$ cat src/rtl/seg_stream_decoder_if.sv
// Display-bus bundle between the 7-segment stream source and the decoder.
// The source (master) drives the segment byte and observes the decoded
// results; the decoder (slave) samples the byte and drives everything else.
// dbg_state mirrors the frame FSM state: 0=HUNT, 1=C1, 2=C2, 3=C3, 4=C4.
// The bus has no backpressure. char_valid, frame_valid and error are
// single-cycle pulses; the other outputs hold their last value.
interface seg_stream_decoder_if;
  logic [7:0]  seg_in;
  logic        char_valid;
  logic [3:0]  char_code;
  logic        frame_valid;
  logic        frame_is_over;
  logic [15:0] score_bcd;
  logic        error;
  logic [2:0]  dbg_state;

  modport master (
    output seg_in,
    input  char_valid, char_code, frame_valid, frame_is_over, score_bcd,
           error, dbg_state
  );

  modport slave (
    input  seg_in,
    output char_valid, char_code, frame_valid, frame_is_over, score_bcd,
           error, dbg_state
  );
endinterface

$ cat src/rtl/seg_stream_decoder.sv
// Receive-side decoder for a 7-segment character stream (.GFEDCBA).
// Pipeline: input sample register -> run tracker / character accept ->
// frame FSM. Characters are accepted once a pattern has been stable for
// STABLE_CYCLES samples and again every SLOT_CYCLES samples after that.
// Accepted characters are assembled into blank-delimited 4-character
// frames that decode to a BCD score or to the word OVER.
module seg_stream_decoder #(
  parameter int STABLE_CYCLES = 8,
  parameter int SLOT_CYCLES   = 10000000,
  parameter int CNT_W         = 24
) (
  input  logic                clk,
  input  logic                rst,
  seg_stream_decoder_if.slave bus
);

  typedef enum logic [2:0] {
    HUNT = 3'd0,
    C1   = 3'd1,
    C2   = 3'd2,
    C3   = 3'd3,
    C4   = 3'd4
  } state_t;

  localparam logic [3:0] CODE_BLANK   = 4'hA;
  localparam logic [3:0] CODE_DASH    = 4'hE;
  localparam logic [3:0] CODE_INVALID = 4'hF;

  localparam logic [CNT_W-1:0] STABLE_C = CNT_W'(STABLE_CYCLES);
  localparam logic [CNT_W-1:0] SLOT_C   = CNT_W'(SLOT_CYCLES);
  localparam logic [CNT_W-1:0] CNT_ONE  = CNT_W'(1);
  localparam logic [CNT_W-1:0] CNT_MAX  = {CNT_W{1'b1}};

  function automatic logic [3:0] decode_seg(input logic [7:0] pat);
    logic [3:0] code;
    case (pat)
      8'h3F:   code = 4'h0;
      8'h06:   code = 4'h1;
      8'h5B:   code = 4'h2;
      8'h4F:   code = 4'h3;
      8'h66:   code = 4'h4;
      8'h6D:   code = 4'h5;
      8'h7D:   code = 4'h6;
      8'h07:   code = 4'h7;
      8'h7F:   code = 4'h8;
      8'h6F:   code = 4'h9;
      8'h00:   code = 4'hA;
      8'h3E:   code = 4'hB;
      8'h79:   code = 4'hC;
      8'h50:   code = 4'hD;
      8'h40:   code = 4'hE;
      default: code = 4'hF;
    endcase
    return code;
  endfunction

  // Sample stage and run tracker state
  logic [7:0]       samp_q;
  logic             samp_vld_q;
  logic [7:0]       prev_q;
  logic             prev_vld_q;
  logic [CNT_W-1:0] cnt_q;
  logic             slot_phase_q;   // 0: waiting for first accept, 1: repeat slots
  logic             char_valid_q;
  logic [3:0]       char_code_q;

  // Frame FSM state and outputs
  state_t           state_q;
  logic [11:0]      slot_q;         // chars 1..3; char 4 is taken straight from char_code_q
  logic             frame_valid_q;
  logic             frame_is_over_q;
  logic [15:0]      score_q;
  logic             error_q;

  logic             same_d;
  logic [CNT_W-1:0] run_d;
  logic             phase_d;
  logic             accept_d;
  logic [15:0]      frame_d;
  logic             over_d;
  logic             score_ok_d;

  // Run length of the sample being processed and whether it triggers an accept
  always_comb begin
    same_d   = prev_vld_q && (samp_q == prev_q);
    run_d    = CNT_ONE;
    phase_d  = 1'b0;
    if (same_d) begin
      run_d   = (cnt_q == CNT_MAX) ? cnt_q : cnt_q + CNT_ONE;
      phase_d = slot_phase_q;
    end
    accept_d = samp_vld_q &&
               ((!phase_d && run_d == STABLE_C) || (phase_d && run_d == SLOT_C));
  end

  // Sample the bus, track runs of equal samples, register accepted characters
  always_ff @(posedge clk or posedge rst) begin
    if (rst) begin
      samp_q       <= 8'h00;
      samp_vld_q   <= 1'b0;
      prev_q       <= 8'h00;
      prev_vld_q   <= 1'b0;
      cnt_q        <= '0;
      slot_phase_q <= 1'b0;
      char_valid_q <= 1'b0;
      char_code_q  <= 4'h0;
    end else begin
      samp_q       <= bus.seg_in;
      samp_vld_q   <= 1'b1;
      char_valid_q <= accept_d;
      if (samp_vld_q) begin
        prev_q     <= samp_q;
        prev_vld_q <= 1'b1;
        if (accept_d) begin
          // restart counting toward the next repeat slot
          cnt_q        <= '0;
          slot_phase_q <= 1'b1;
          char_code_q  <= decode_seg(samp_q);
        end else begin
          cnt_q        <= run_d;
          slot_phase_q <= phase_d;
        end
      end
    end
  end

  // Classify the completed frame as chars 1..3 plus the char being accepted
  always_comb begin
    frame_d    = {slot_q, char_code_q};
    over_d     = (frame_d == 16'h0BCD);
    score_ok_d = (frame_d[15:12] <= 4'd9) && (frame_d[11:8] <= 4'd9) &&
                 (frame_d[7:4] <= 4'd9)   && (frame_d[3:0] <= 4'd9);
  end

  // Frame FSM: reassemble blank-delimited 4-character frames
  always_ff @(posedge clk or posedge rst) begin
    if (rst) begin
      state_q         <= HUNT;
      slot_q          <= '0;
      frame_valid_q   <= 1'b0;
      frame_is_over_q <= 1'b0;
      score_q         <= '0;
      error_q         <= 1'b0;
    end else begin
      frame_valid_q <= 1'b0;
      error_q       <= 1'b0;
      if (char_valid_q) begin
        if (state_q == HUNT) begin
          if (char_code_q == CODE_BLANK) begin
            state_q <= C1;
          end else if (char_code_q == CODE_INVALID) begin
            error_q <= 1'b1;
          end
        end else if (char_code_q == CODE_BLANK) begin
          // a blank after C1 means the previous frame was cut short
          if (state_q != C1) begin
            error_q <= 1'b1;
          end
          state_q <= C1;
        end else if (char_code_q == CODE_DASH || char_code_q == CODE_INVALID) begin
          error_q <= 1'b1;
          state_q <= HUNT;
        end else begin
          case (state_q)
            C1: begin
              slot_q[11:8] <= char_code_q;
              state_q      <= C2;
            end
            C2: begin
              slot_q[7:4] <= char_code_q;
              state_q     <= C3;
            end
            C3: begin
              slot_q[3:0] <= char_code_q;
              state_q     <= C4;
            end
            default: begin
              state_q <= HUNT;
              if (over_d) begin
                frame_valid_q   <= 1'b1;
                frame_is_over_q <= 1'b1;
              end else if (score_ok_d) begin
                frame_valid_q   <= 1'b1;
                frame_is_over_q <= 1'b0;
                score_q         <= frame_d;
              end else begin
                error_q <= 1'b1;
              end
            end
          endcase
        end
      end
    end
  end

  assign bus.char_valid    = char_valid_q;
  assign bus.char_code     = char_code_q;
  assign bus.frame_valid   = frame_valid_q;
  assign bus.frame_is_over = frame_is_over_q;
  assign bus.score_bcd     = score_q;
  assign bus.error         = error_q;
  assign bus.dbg_state     = state_q;

endmodule

$ cat src/flat_wrapper.sv
// flat-port wrapper written by rule: the top's interface ports become plain ports
module seg_stream_decoder_flat 
#(
  parameter int STABLE_CYCLES = 8,
  parameter int SLOT_CYCLES   = 10000000,
  parameter int CNT_W         = 24
)
  (clk, rst, bus_seg_in, bus_char_valid, bus_char_code, bus_frame_valid, bus_frame_is_over, bus_score_bcd, bus_error, bus_dbg_state);
  seg_stream_decoder_if bus_i ();
  input  logic clk;
  input  logic rst;
  input wire logic [$bits(bus_i.seg_in)-1:0] bus_seg_in;
  output wire logic [$bits(bus_i.char_valid)-1:0] bus_char_valid;
  output wire logic [$bits(bus_i.char_code)-1:0] bus_char_code;
  output wire logic [$bits(bus_i.frame_valid)-1:0] bus_frame_valid;
  output wire logic [$bits(bus_i.frame_is_over)-1:0] bus_frame_is_over;
  output wire logic [$bits(bus_i.score_bcd)-1:0] bus_score_bcd;
  output wire logic [$bits(bus_i.error)-1:0] bus_error;
  output wire logic [$bits(bus_i.dbg_state)-1:0] bus_dbg_state;
  assign bus_i.seg_in = bus_seg_in;
  assign bus_char_valid = bus_i.char_valid;
  assign bus_char_code = bus_i.char_code;
  assign bus_frame_valid = bus_i.frame_valid;
  assign bus_frame_is_over = bus_i.frame_is_over;
  assign bus_score_bcd = bus_i.score_bcd;
  assign bus_error = bus_i.error;
  assign bus_dbg_state = bus_i.dbg_state;
  seg_stream_decoder #(.STABLE_CYCLES(STABLE_CYCLES), .SLOT_CYCLES(SLOT_CYCLES), .CNT_W(CNT_W)) u_core (.clk(clk), .rst(rst), .bus(bus_i));
endmodule
$ cat config.mk
export PLATFORM = sky130hd
export DESIGN_NAME = seg_stream_decoder_flat
export DESIGN_NICKNAME = d
export VERILOG_FILES = /design/src/rtl/seg_stream_decoder_if.sv /design/src/rtl/seg_stream_decoder.sv /design/src/flat_wrapper.sv
export SDC_FILE = /design/constraint.sdc
export NUM_CORES = 1
export LEC_CHECK = 0
export ABC_AREA = 1
export CAP_MARGIN = 20
export CORE_MARGIN = 10
export CORE_UTILIZATION = 25
export CTS_CLUSTER_SIZE = 8
export DETAILED_ROUTE_END_ITERATION = 10
export PLACE_DENSITY = 0.5
export SKIP_LAST_GASP = 1
export SYNTH_ARGS = -nofsm -noshare
export SYNTH_HDL_FRONTEND = slang
export SYNTH_SLANG_ARGS = --single-unit
$ cat constraint.sdc
create_clock -name clk -period 3.85 [get_ports clk]
set_input_delay 0.77 -clock clk [delete_from_list [all_inputs] [get_ports clk]]
set_output_delay 0.77 -clock clk [all_outputs]
set_load 0.03 [all_outputs]
# Yosys cells after proc, flatten, opt, wreduce, memory -nomap -nowiden

Index checks and enable logic that the tools add are counted.
W data, S select, Z words.

Equal/unequal tests: 27
Reductions and logical operators: 21
Order comparisons: 4
Mux-type cells: 30
Bitwise logic cells: 5
Add/subtract/negate cells: 1

Operators with widths:

| operator                | count |
|---|---|
| $eq A8 B7 Y1 const B    | 10 |
| $mux W24                | 3 |
| $pmux W4 S15            | 1 |
| $eq A24 B24 Y1 const B  | 2 |
| $add A24 B1 Y24 const B | 1 |
| $eq A24 B4 Y1 const B   | 1 |
| $mux W1                 | 21 |
| $eq A16 B12 Y1 const B  | 1 |
| $eq A8 B3 Y1 const B    | 2 |
| $eq A8 B6 Y1 const B    | 2 |
| $le A4 B4 Y1 const B    | 4 |
| $reduce_and A5 Y1       | 3 |
| $eq A4 B4 Y1 const B    | 3 |
| $mux W3                 | 4 |
| $pmux W3 S3             | 1 |
| $eq A8 B8 Y1            | 1 |
| $logic_not A8 Y1        | 1 |
| $logic_and A1 B1 Y1     | 7 |
| $reduce_and A7 Y1       | 1 |
| $eq A3 B2 Y1 const B    | 2 |
| $reduce_and A6 Y1       | 1 |
| $not A1 Y1              | 5 |
| $reduce_and A2 Y1       | 2 |
| $eq A3 B1 Y1 const B    | 1 |
| 7 further kinds         | 8 |

Bits of input ports: 10
Flip-flop bits (word level): 82
Output and inout bits: 27
Logic and storage cells: 104

# Longest topological paths before layout

Word-level depth: 11
Gate-level depth with buffers: 20
Mapped depth without buffers: 18

# Least setup slack after synthesis

OpenSTA, ideal clock, no wires.

Kind: reg-to-reg
Start point: register u_core.cnt_q[0]
End point: register u_core.cnt_q[10]
Stages on the path, launching flop included: 21
Buffers on the path: 2
Required time: 3.733 ns
Data arrival time: 2.257 ns
Period minus slack after synthesis: 2.374 ns
Setup slack: 1.476 ns
Path through: dfrtp_1 -> ha_1 -> nand2_2 -> nor2_4 -> nand2_4 -> nor2_8 -> nand2_4 -> buf_6 -> nand2_2 -> nand2_1 -> nand2_2 -> nand2_2 -> nor2_1 -> nand2_1 -> nor2_1 -> nand2_1 -> nand2_4 -> nand2_4 -> buf_6 -> nand3_2 -> nand2_1

Longest elaborated chain between the ends: 8

Ends and longest elaborated chain:

| item                                              | RTL line                  | source |
|---|---|---|
| start: declaration                                | seg_stream_decoder.sv:62  | `logic [CNT_W-1:0] cnt_q;` |
| start signal: assignment                          | seg_stream_decoder.sv:120 | `cnt_q <= run_d;` |
| $add A24 B1 Y24 or $eq A24 B24 Y1 (tied branches) | seg_stream_decoder.sv:89  | `run_d = (cnt_q == CNT_MAX) ? cnt_q : cnt_q + CNT_ONE;` |
| $mux W24 *                                        | seg_stream_decoder.sv:89  |  |
| $mux W24 *                                        | seg_stream_decoder.sv:88  | `if (same_d) begin` |
| $eq A24 B4 Y1 or $eq A24 B24 Y1 (tied branches)   | seg_stream_decoder.sv:93  | `((!phase_d && run_d == STABLE_C) \|\| (phase_d && run_d == SLOT_C));` |
| $logic_and A1 B1 Y1                               | seg_stream_decoder.sv:93  |  |
| $logic_or A1 B1 Y1                                | seg_stream_decoder.sv:93  |  |
| $logic_and A1 B1 Y1                               | seg_stream_decoder.sv:92  | `accept_d = samp_vld_q &&` |
| $mux W24 *                                        | seg_stream_decoder.sv:114 | `if (accept_d) begin` |

Mark *: on every way between the ends. The rest lies on a longest branch, timed or not.
A chain may end at the register's enable or synchronous reset.

# Worst setup path after layout

Start point: register u_core.cnt_q[0]
End point: register u_core.cnt_q[21]

Same word-level chain as after synthesis.

==> impl_metrics.ini <==
[worst_setup_path]
r2r_setup_slack_ns = 0.93
cp_data_required_time_ns = 4.09
crit_type = reg2reg
worstPathArrival_ns = 3.16
cp-start-kind = flip-flop
cp-end-kind = flip-flop
critPathMaxFanout = 23

[floorplan]
ios = 37
rows = 52
core_area_um2 = 20200
die_x_um = 163
die_area_um2 = 26600
die_h_um = 163
initial_core_util = 0.253

[place]
post-place-ws_ns = 0.952
port_buffers = 36
routabilityCongestion = 0.889
dpl.hpwl_mm = 10.5

[grt]
grt_max_degree = 83
grt_overflow = 0
grt_pass1_vias = 4671
grt_pass1_wl_mm = 23.9
antenna_found_initial = 0
grt_usage = 0.110

[layout]
layout.area.seq_um2 = 2050
synthToLayoutAreaGrowth_pct = 19.0
drive_above_1_share = 0.0849
layout_common_cells = nand2_1, inv_1, dfrtp_1, nand3_1, nor2_1
nNetsFinal = 795
num_antenna_cells = 0
final_common_cell = nand2_1
fillers = 2278
final_core_utilization = 0.302
multi_input_area_um2 = 2600

[pwr]
peakVddDrop_uv = 231
p_per_area_nw_per_um2 = 311
total_power_mw = 1.89
p_leak_nw = 2.85

[clock_tree]
clk_path_buf_depth = 2
ctsHoldBuffers = 0
cts_max_level = 3
clock_latency_ns = 0.35
cts_resized = 0
cts_setup_buffers = 0
clk_pin_slew_ns = 0.07
cts_buffers = 9
cts_sinks = 82
tritoncts = yes
cts_root_buf = clkbuf_16

[timing]
min_period_ns = 2.92
relSlewSlack = 0.401
hold_violations = 0
fin_skew_ns = 0.00730
fmax_mhz = 343
slew_viol_final = 0
finalSetupViolations = 0
rsz0062_at_grt = false
setup_slack_ns = 0.932
finalSetupTns_ns = 0
tightest_slew_ns = 0.897
finalCritPeriodShare = 0.758

[drt]
dr.pass1.iters = 7
via_per_inst = 4.58
ant_nets = 0
wirelength_mm = 14.1
num_vias = 4847
wire_per_inst_um = 13.3
drc_errors = 0
drtIter0Drc = 378

[synth]
syn_area_um2 = 5110
synth_seq_cells = 82
synth_cells = 748
ys_types = 41
yosysWarnings = 0
syn_avg_cell_area_um2 = 6.83
synth_nets = 759
synth_seq_area_share = 0.401

[run_status]
status = finished, final reports clean

[hold_path]
min_path_type = reg2reg

[run]
drv_cap = 0
[metal layers]
| metal | global-route usage | up-vias | wire length [µm] |
|---|---|---|---|
| met4 | 0.0348 | 0 | 222 |
| li1 | - | 2459 | - |
| met5 | 0 | - | 0 |
| met3 | 0.0200 | 15 | 642 |
| met2 | 0.173 | 106 | 6370 |
| met1 | 0.148 | 2267 | 6870 |
[registers in the layout (all words and copies together) (netlist names), 3 cells and up]
name	count
u_core.cnt_q	24
u_core.bus.score_bcd	16
u_core.slot_q	12
u_core.prev_q	8
u_core.samp_q	8
u_core.bus.char_code	4
u_core.bus.dbg_state	3
[final cells by class]
class | count | share of cell area
tap | 270 | 0.0555
clock inverter | 7 | 0.0140
inverter | 97 | 0.0602
clock buffer | 9 | 0.0370
sequential | 82 | 0.337
multi-input combinational | 552 | 0.427
timing repair buffer | 42 | 0.0687
[cell families (layout without fill, tap and decap cells)]
group / Yosys count / after routing / share of synthesized area
adders and majority gates: 1 / 1 / 0.00245
and+or+nand+nor: 473 / 473 / 0.423
other: 1 / 1 / 0.000734
muxes: 1 / 1 / 0.00220
buffers and inverters: 114 / 155 / 0.0898
AOI/OAI and AO/OA: 72 / 72 / 0.0737
DFF: 82 / 82 / 0.401
xor gates and xnor gates: 4 / 4 / 0.00685
[report_power, final]
part | internal, mW | switching (mW)
sequential | 0.874 | 0.0119
clock | 0.515 | 0.400
combinational | 0.0304 | 0.0632
[critical path, stage by stage (launching register included)]
cell and delay (ns):
dfrtp_1 0.48, ha_1 0.33, nand2_2 0.12, nor2_4 0.19
nand2_4 0.11, nor2_8 0.15, nand2_4 0.19, nand3_1 0.20
nand2_1 0.10, inv_2 0.10, nand2_1 0.05, nor2_1 0.10
nand2_1 0.05, nor2_1 0.11, nand2_1 0.11, nand2_4 0.10
nand2_4 0.15, nand3_1 0.11, nand2_1 0.05
[synth_stat cells]
cell type	count	area share
a21oi_1	6	0.0059
a22oi_1	1	0.0015
a31oi_1	1	0.0012
and2_0	1	0.0012
buf_2	3	0.0029
buf_4	3	0.0044
buf_6	2	0.0044
clkbuf_1	9	0.0066
clkinv_1	1	0.00073
clkinv_2	1	0.00098
conb_1	1	0.00073
dfrtp_1	82	0.40
ha_1	1	0.0024
inv_1	89	0.065
inv_2	6	0.0044
mux2_2	1	0.0022
nand2_1	254	0.19
nand2_2	9	0.011
nand2_4	4	0.0088
nand3_1	72	0.070
nand3_2	12	0.023
nand3b_1	5	0.0073
nand4_1	22	0.027
nor2_1	60	0.044
nor2_2	6	0.0073
nor2_4	3	0.0066
nor2_8	1	0.0039
nor3_1	18	0.018
nor3b_1	1	0.0015
nor4_1	1	0.0012
o211ai_1	2	0.0029
o21a_1	2	0.0029
o21ai_0	58	0.057
o21ai_1	1	0.00098
o31ai_1	1	0.0015
or2_0	1	0.0012
or2_1	1	0.0012
or2_2	1	0.0012
or3_1	1	0.0012
xnor2_1	2	0.0034
xor2_1	2	0.0034
[worst paths after layout]
path                                                  to                     start  cells after the start
worst max-delay path                    u_core.cnt_q[21]           u_core.cnt_q[0]                     18
worst min-delay path            u_core.bus.frame_is_over  u_core.bus.frame_is_over                      2
worst max register to register          u_core.cnt_q[21]           u_core.cnt_q[0]                     18
worst min register to register  u_core.bus.frame_is_over  u_core.bus.frame_is_over                      2
max in group asynchronous               u_core.prev_q[7]                       rst                      3
min in group asynchronous         u_core.bus.frame_valid                       rst                      3
[stage by stage]
stage               cells  area (µm²)  hold slack (ns)
detailed placement   1043        5780            0.469
global placement     1043        5780            0.466
floorplan             748        5110            0.448
global route         1059        6090            0.506
finish               1059        6090            0.481
CTS                  1059        6090            0.488
Note: power is estimated with default switching activity, not from simulation.
==> RTL change 1 (same flow settings) <==
Reset style: synchronous (`rst`), changed in 2 clocked blocks.
--- a/src/rtl/seg_stream_decoder.sv
+++ b/src/rtl/seg_stream_decoder.sv
@@ -95,5 +95,5 @@
 
   // Sample the bus, track runs of equal samples, register accepted characters
-  always_ff @(posedge clk or posedge rst) begin
+  always_ff @(posedge clk) begin
     if (rst) begin
       samp_q       <= 8'h00;
@@ -134,5 +134,5 @@
 
   // Frame FSM: reassemble blank-delimited 4-character frames
-  always_ff @(posedge clk or posedge rst) begin
+  always_ff @(posedge clk) begin
     if (rst) begin
       state_q         <= HUNT;
Behaviour: differs if rst is asserted again (counterexample within 10 cycles, from zero or initial values and one cycle with rst high); with rst held inactive, the same outputs for 10 cycles.
==> RTL change 1 against the unedited design <==
  * Area after synthesis up 7.0%
  * Design area up 4.3%
  * Sequential power down 1%
  * Total power up 0.65%
  * Wire length up 28%
  * Worst setup slack worse by 0.28 ns
  * Sequential cell count unchanged
  * Count of clock-buffer cells in the layout unchanged
  * Critical path depth down 1
  * Global-route usage up 1.7 points
  * Via count up 20%
  * First-iteration DRC count up 46%
  * Worst hold slack better by 0.015 ns
  * Maximum frequency down 8.7%
  * Critical path type unchanged
  * Largest cell class unchanged
==> RTL change 1: results (changes against the unedited design) <==
The sum of routed wire length over all layers was 18000 um (+28%). Total global routing track utilization: 0.127 (+0.0169). The kind of end point of the critical path was a register. The distinct cell type count after synthesis was 40 (-2.4%); the share of async-settable or async-resettable flops after synthesis was 0 (-1.00). The count of instances resized after the clock tree is built is 0 (unchanged), and the proportion of layout cells with a drive suffix above 1 is 0.0581 (-0.0268). For the reported leakage power, the log shows 2.52 nW (-11%).

In this run the worst setup path begins at u_core.cnt_q[0]. The largest net degree at the start of global routing is 45 (-46%), and the count of TritonRoute iterations in the first routing pass is 5 (-2). The synthesis warning total came out at 0 (unchanged). The net count of the mapped netlist is 935 (+23%). Prevailing post-synth register cell: dfxtp_1. The sequential element share of the synthesized area was 0.300 (-0.101); the total number of nets in the final design was 952 (+20%). The count of placed standard cells including taps is 1210 (+16%), and the maximum vdd drop is 160 uV (-31%). Reg-to-reg critical path endpoint: u_core.bus.char_valid. The longest individual stage delay on the worst path is 0.51 ns (+0.03 ns). The tools report the number of buffers on the longest clock path as 2 (unchanged).

In the synthesized netlist, the cells that appear most often are nand2_1 (236), nor2_1 (148), inv_1 (99), nand3_1 (97), dfxtp_1 (82). The via count of the first global-routing pass is 5515 (+18%). The worst path arrival time was 3.49 ns (+0.33 ns); the worst clock skew on the final layout was 0.0110 ns (+0.00374 ns).

Yosys attributes the largest share of cell area to dfxtp_1 (30%), nand2_1 (16%), nor2_1 (10%). The iteration-0 DRC count of the detailed router was 553 (+46%). The vias per cell is 4.75 (+3.9%). The detailed-placement wirelength estimate was 13300 um (+27%); the peak fanout along the critical path was 34 (+48%).

The run finished with clean final reports. The run gives 0.695 ns (-0.257 ns) as the pre-CTS worst setup slack. The run gives 924 (+24%) as the cell count after synthesis. The placer's final routability congestion estimate was 0.948 (+6.7%); the final worst-path cycle share was 0.830 (+0.0726). The path depth of the worst reg2reg path is 17 (-1).

The master of the slowest instance on the critical path was dfxtp_1. For the total cell area at the placement stage, the log shows 6040 um^2 (+4.6%). Post-detailed-route wirelength per cell: 14.7 um (+10%). The actual transition at the worst max-transition pin is 1.01 ns (+0.114 ns), and the setup slack of the most critical reg-to-reg path is 0.65 ns (-0.28 ns).
==> RTL change 1: cell count changes after synthesis, moves of 6 or more <==
cell / delta
dfrtp_1: -82
nand4_1: +6
nand2_1: -18
buf_2: +9
dfxtp_1: +82
a21oi_1: +64
nand3_1: +25
nand3_2: -7
clkbuf_1: +8
inv_1: +10
nor2_1: +88
==> RTL change 1: final cells by class <==
type                       instances  area [um^2]
sequential                        82         1640
timing repair buffer              40          385
clock inverter                     7         81.3
clock buffer                       9          225
inverter                         106          398
tap                              280          350
fill                            2423        15300
multi-input combinational        702         3270
==> RTL change 1: cells by family (layout without fill, tap and decap cells) <==
family,Yosys count,after routing,synth area share
fa+ha+maj,1,1,0.00229
buf+inv,140,162,0.103
compound gates,140,140,0.134
xor+xnor,3,3,0.00481
simple gates,558,558,0.456
flops,82,82,0.300
==> RTL change 1: worst max-delay path: cells and delay by family, from the launching register on <==
family / cells / cell delay (ns)
buffers and inverters: 1 / 0.31
adders and majority gates: 1 / 0.42
and+or+nand+nor: 14 / 1.74
AOI/OAI and AO/OA: 1 / 0.15
DFF: 1 / 0.51
==> RTL change 1: per-layer routing <==
layer | GRT usage | part of all wire | wire length, um
met3 | 0.0228 | 0.048 | 861
met1 | 0.167 | 0.48 | 8660
met2 | 0.197 | 0.44 | 7950
met4 | 0.0537 | 0.029 | 529
met5 | 0 | 0 | 0
==> RTL change 1: worst min path at each step <==
stage                                   startpoint                        to  slack (ns)
final                          u_core.slot_phase_q       u_core.slot_phase_q        0.50
after global routing      u_core.bus.frame_is_over  u_core.bus.frame_is_over        0.53
after CTS                      u_core.slot_phase_q       u_core.slot_phase_q        0.50
after detailed placement       u_core.slot_phase_q       u_core.slot_phase_q        0.49
after global placement         u_core.slot_phase_q       u_core.slot_phase_q        0.48
after floorplan                   u_core.slot_q[0]   u_core.bus.score_bcd[4]        0.44
==> RTL change 1: stage by stage <==
step	utilization	total power [W]
after global placement	0.279	0.00100
after detailed placement	0.279	0.00100
after global routing	0.293	0.00198
final	0.293	0.00191
after CTS	0.293	0.00194
after floorplan	-	0.000966
==> RTL change 1: report_power, final <==
part           total, W  switching, W  internal, W
Clock          0.000928      0.000413     0.000515
Combinational  0.000104     0.0000708    0.0000331
Sequential     0.000875     0.0000156     0.000860
Total           0.00191      0.000499      0.00141
==> RTL change 2 (same settings) <==
Made on the original files. `CNT_W` is set to 24 in 2 places; all go to 48.
--- a/src/rtl/seg_stream_decoder.sv
+++ b/src/rtl/seg_stream_decoder.sv
@@ -8,5 +8,5 @@
   parameter int STABLE_CYCLES = 8,
   parameter int SLOT_CYCLES   = 10000000,
-  parameter int CNT_W         = 24
+  parameter int CNT_W         = 48
 ) (
   input  logic                clk,
--- a/src/flat_wrapper.sv
+++ b/src/flat_wrapper.sv
@@ -4,5 +4,5 @@
   parameter int STABLE_CYCLES = 8,
   parameter int SLOT_CYCLES   = 10000000,
-  parameter int CNT_W         = 24
+  parameter int CNT_W         = 48
 )
   (clk, rst, bus_seg_in, bus_char_valid, bus_char_code, bus_frame_valid, bus_frame_is_over, bus_score_bcd, bus_error, bus_dbg_state);
Formal check against the unedited RTL: same outputs for any inputs over 10 cycles, from zero or initial values and one cycle with rst high; that may be too few to reach the edited logic, so the function may still have changed.
==> RTL change 2 against the unedited design <==
  * Worst hold slack improved by 0.0051 ns
  * Sequential share of layout area decreased by 5.7 points
  * Design area increased by 55%
  * Maximum frequency decreased by 16%
  * Area after synthesis increased by 63%
  * Non-clock buffer count increased by 11
  * Wire length increased by 120%
  * Die area increased by 54%
  * Worst setup slack got worse by 0.55 ns
  * Critical endpoint is now u_core.cnt_q[15]
  * Total power increased by 19%
  * Sequential cell count increased by 24
==> RTL change 2: results (changes against the unedited design) <==
The run finished with clean final reports. The longest individual stage delay on the worst path was 0.56 ns (+0.08 ns); the iteration-0 DRC count of the detailed router was 969 (+160%). The headroom to the max-slew limit came out at 0.377 (-0.0232). Reported leakage power: 4.01 nW (+41%). The detailed-placement wirelength estimate is 23900 um (+130%), and the part of the power in registers is 0.507 (+0.039).

The final worst-path cycle share is 0.902 (+0.144). The logs give 0.000628 W (+32%) for the reported net switching power and 1359 (+71%) for the total number of nets in the final design. The multi-input combinational area share was 0.515 (+0.0880); the pre-CTS worst setup slack was 0.415 ns (-0.537 ns). The portion of the layout cell area used by clock cells was 0.0323 (-0.0187). The distinct cell type count after synthesis was 48 (+17%); the layout filler cell count was 3700 (+62%).

The peak fanout along the critical path was 33 (+43%). The flip-flop count of the largest register after layout came out at 48 (+100%). The total power divided by cell area was 238 nW/um^2 (-24%).

The sequential cell area in the final layout is 2650 um^2 (+29%). The net count of the mapped netlist was 1337 (+76%). The worst hold margin was 0.487 ns (+0.00513 ns). The maximum vdd drop came out at 156 uV (-32%). For the via count of the first global-routing pass, the log shows 8351 (+79%). The vias per cell came out at 5.02 (+9.6%). In this run the worst setup path terminates at u_core.cnt_q[15].

The tools report the clock share of power as 0.438 (-0.045). Number of buffers outside the clock class in the layout: 53 (+26%). The logs give 0.319 (-0.0826) for the sequential element share of the synthesized area and 106 (+29%) for the clock net sink count.

The logs give 9460 um^2 (+55%) for the final design area excluding fillers and 3.77 ns (+0.61 ns) for the worst path arrival time. The clock transition at the register clock pins on the worst setup and hold paths after CTS is 0.09 ns (+0.02 ns), and the proportion of layout cells with a drive suffix above 1 is 0.0746 (-0.0103). The non-clock buffer area fraction after layout was 0.0542 (-0.0144). The count of TritonRoute iterations in the first routing pass is 6 (-1).
RTL change 2: changes by cell type after synthesis, sizes merged, moves of 3 or more:
| cell | change |
|---|---|
| a21oi | +17 |
| buf | +15 |
| clkbuf | +10 |
| dfrtp | +24 |
| inv | +49 |
| nand2 | +160 |
| nand3 | +90 |
| nand4 | +26 |
| nor2 | +105 |
| nor4 | +7 |
| o21ai | +62 |
| xnor2 | +3 |
| xor2 | +3 |
RTL change 2: cell families after synthesis:
group           after synthesis  share of synthesized area
mux                           2                    0.00271
buf+inv                     190                     0.0967
xor+xnor                     10                     0.0105
fa+ha+maj                     1                    0.00150
flops                       106                      0.319
other cells                   1                   0.000451
compound gates              157                     0.0993
simple gates                859                      0.470
RTL change 2: metal layers:
metal	wire, um	vias to the layer above	global-route usage
li1	-	4364	-
met1	13800	4225	0.194
met2	14000	350	0.236
met3	2130	63	0.0222
met4	1090	0	0.0605
met5	0	-	0
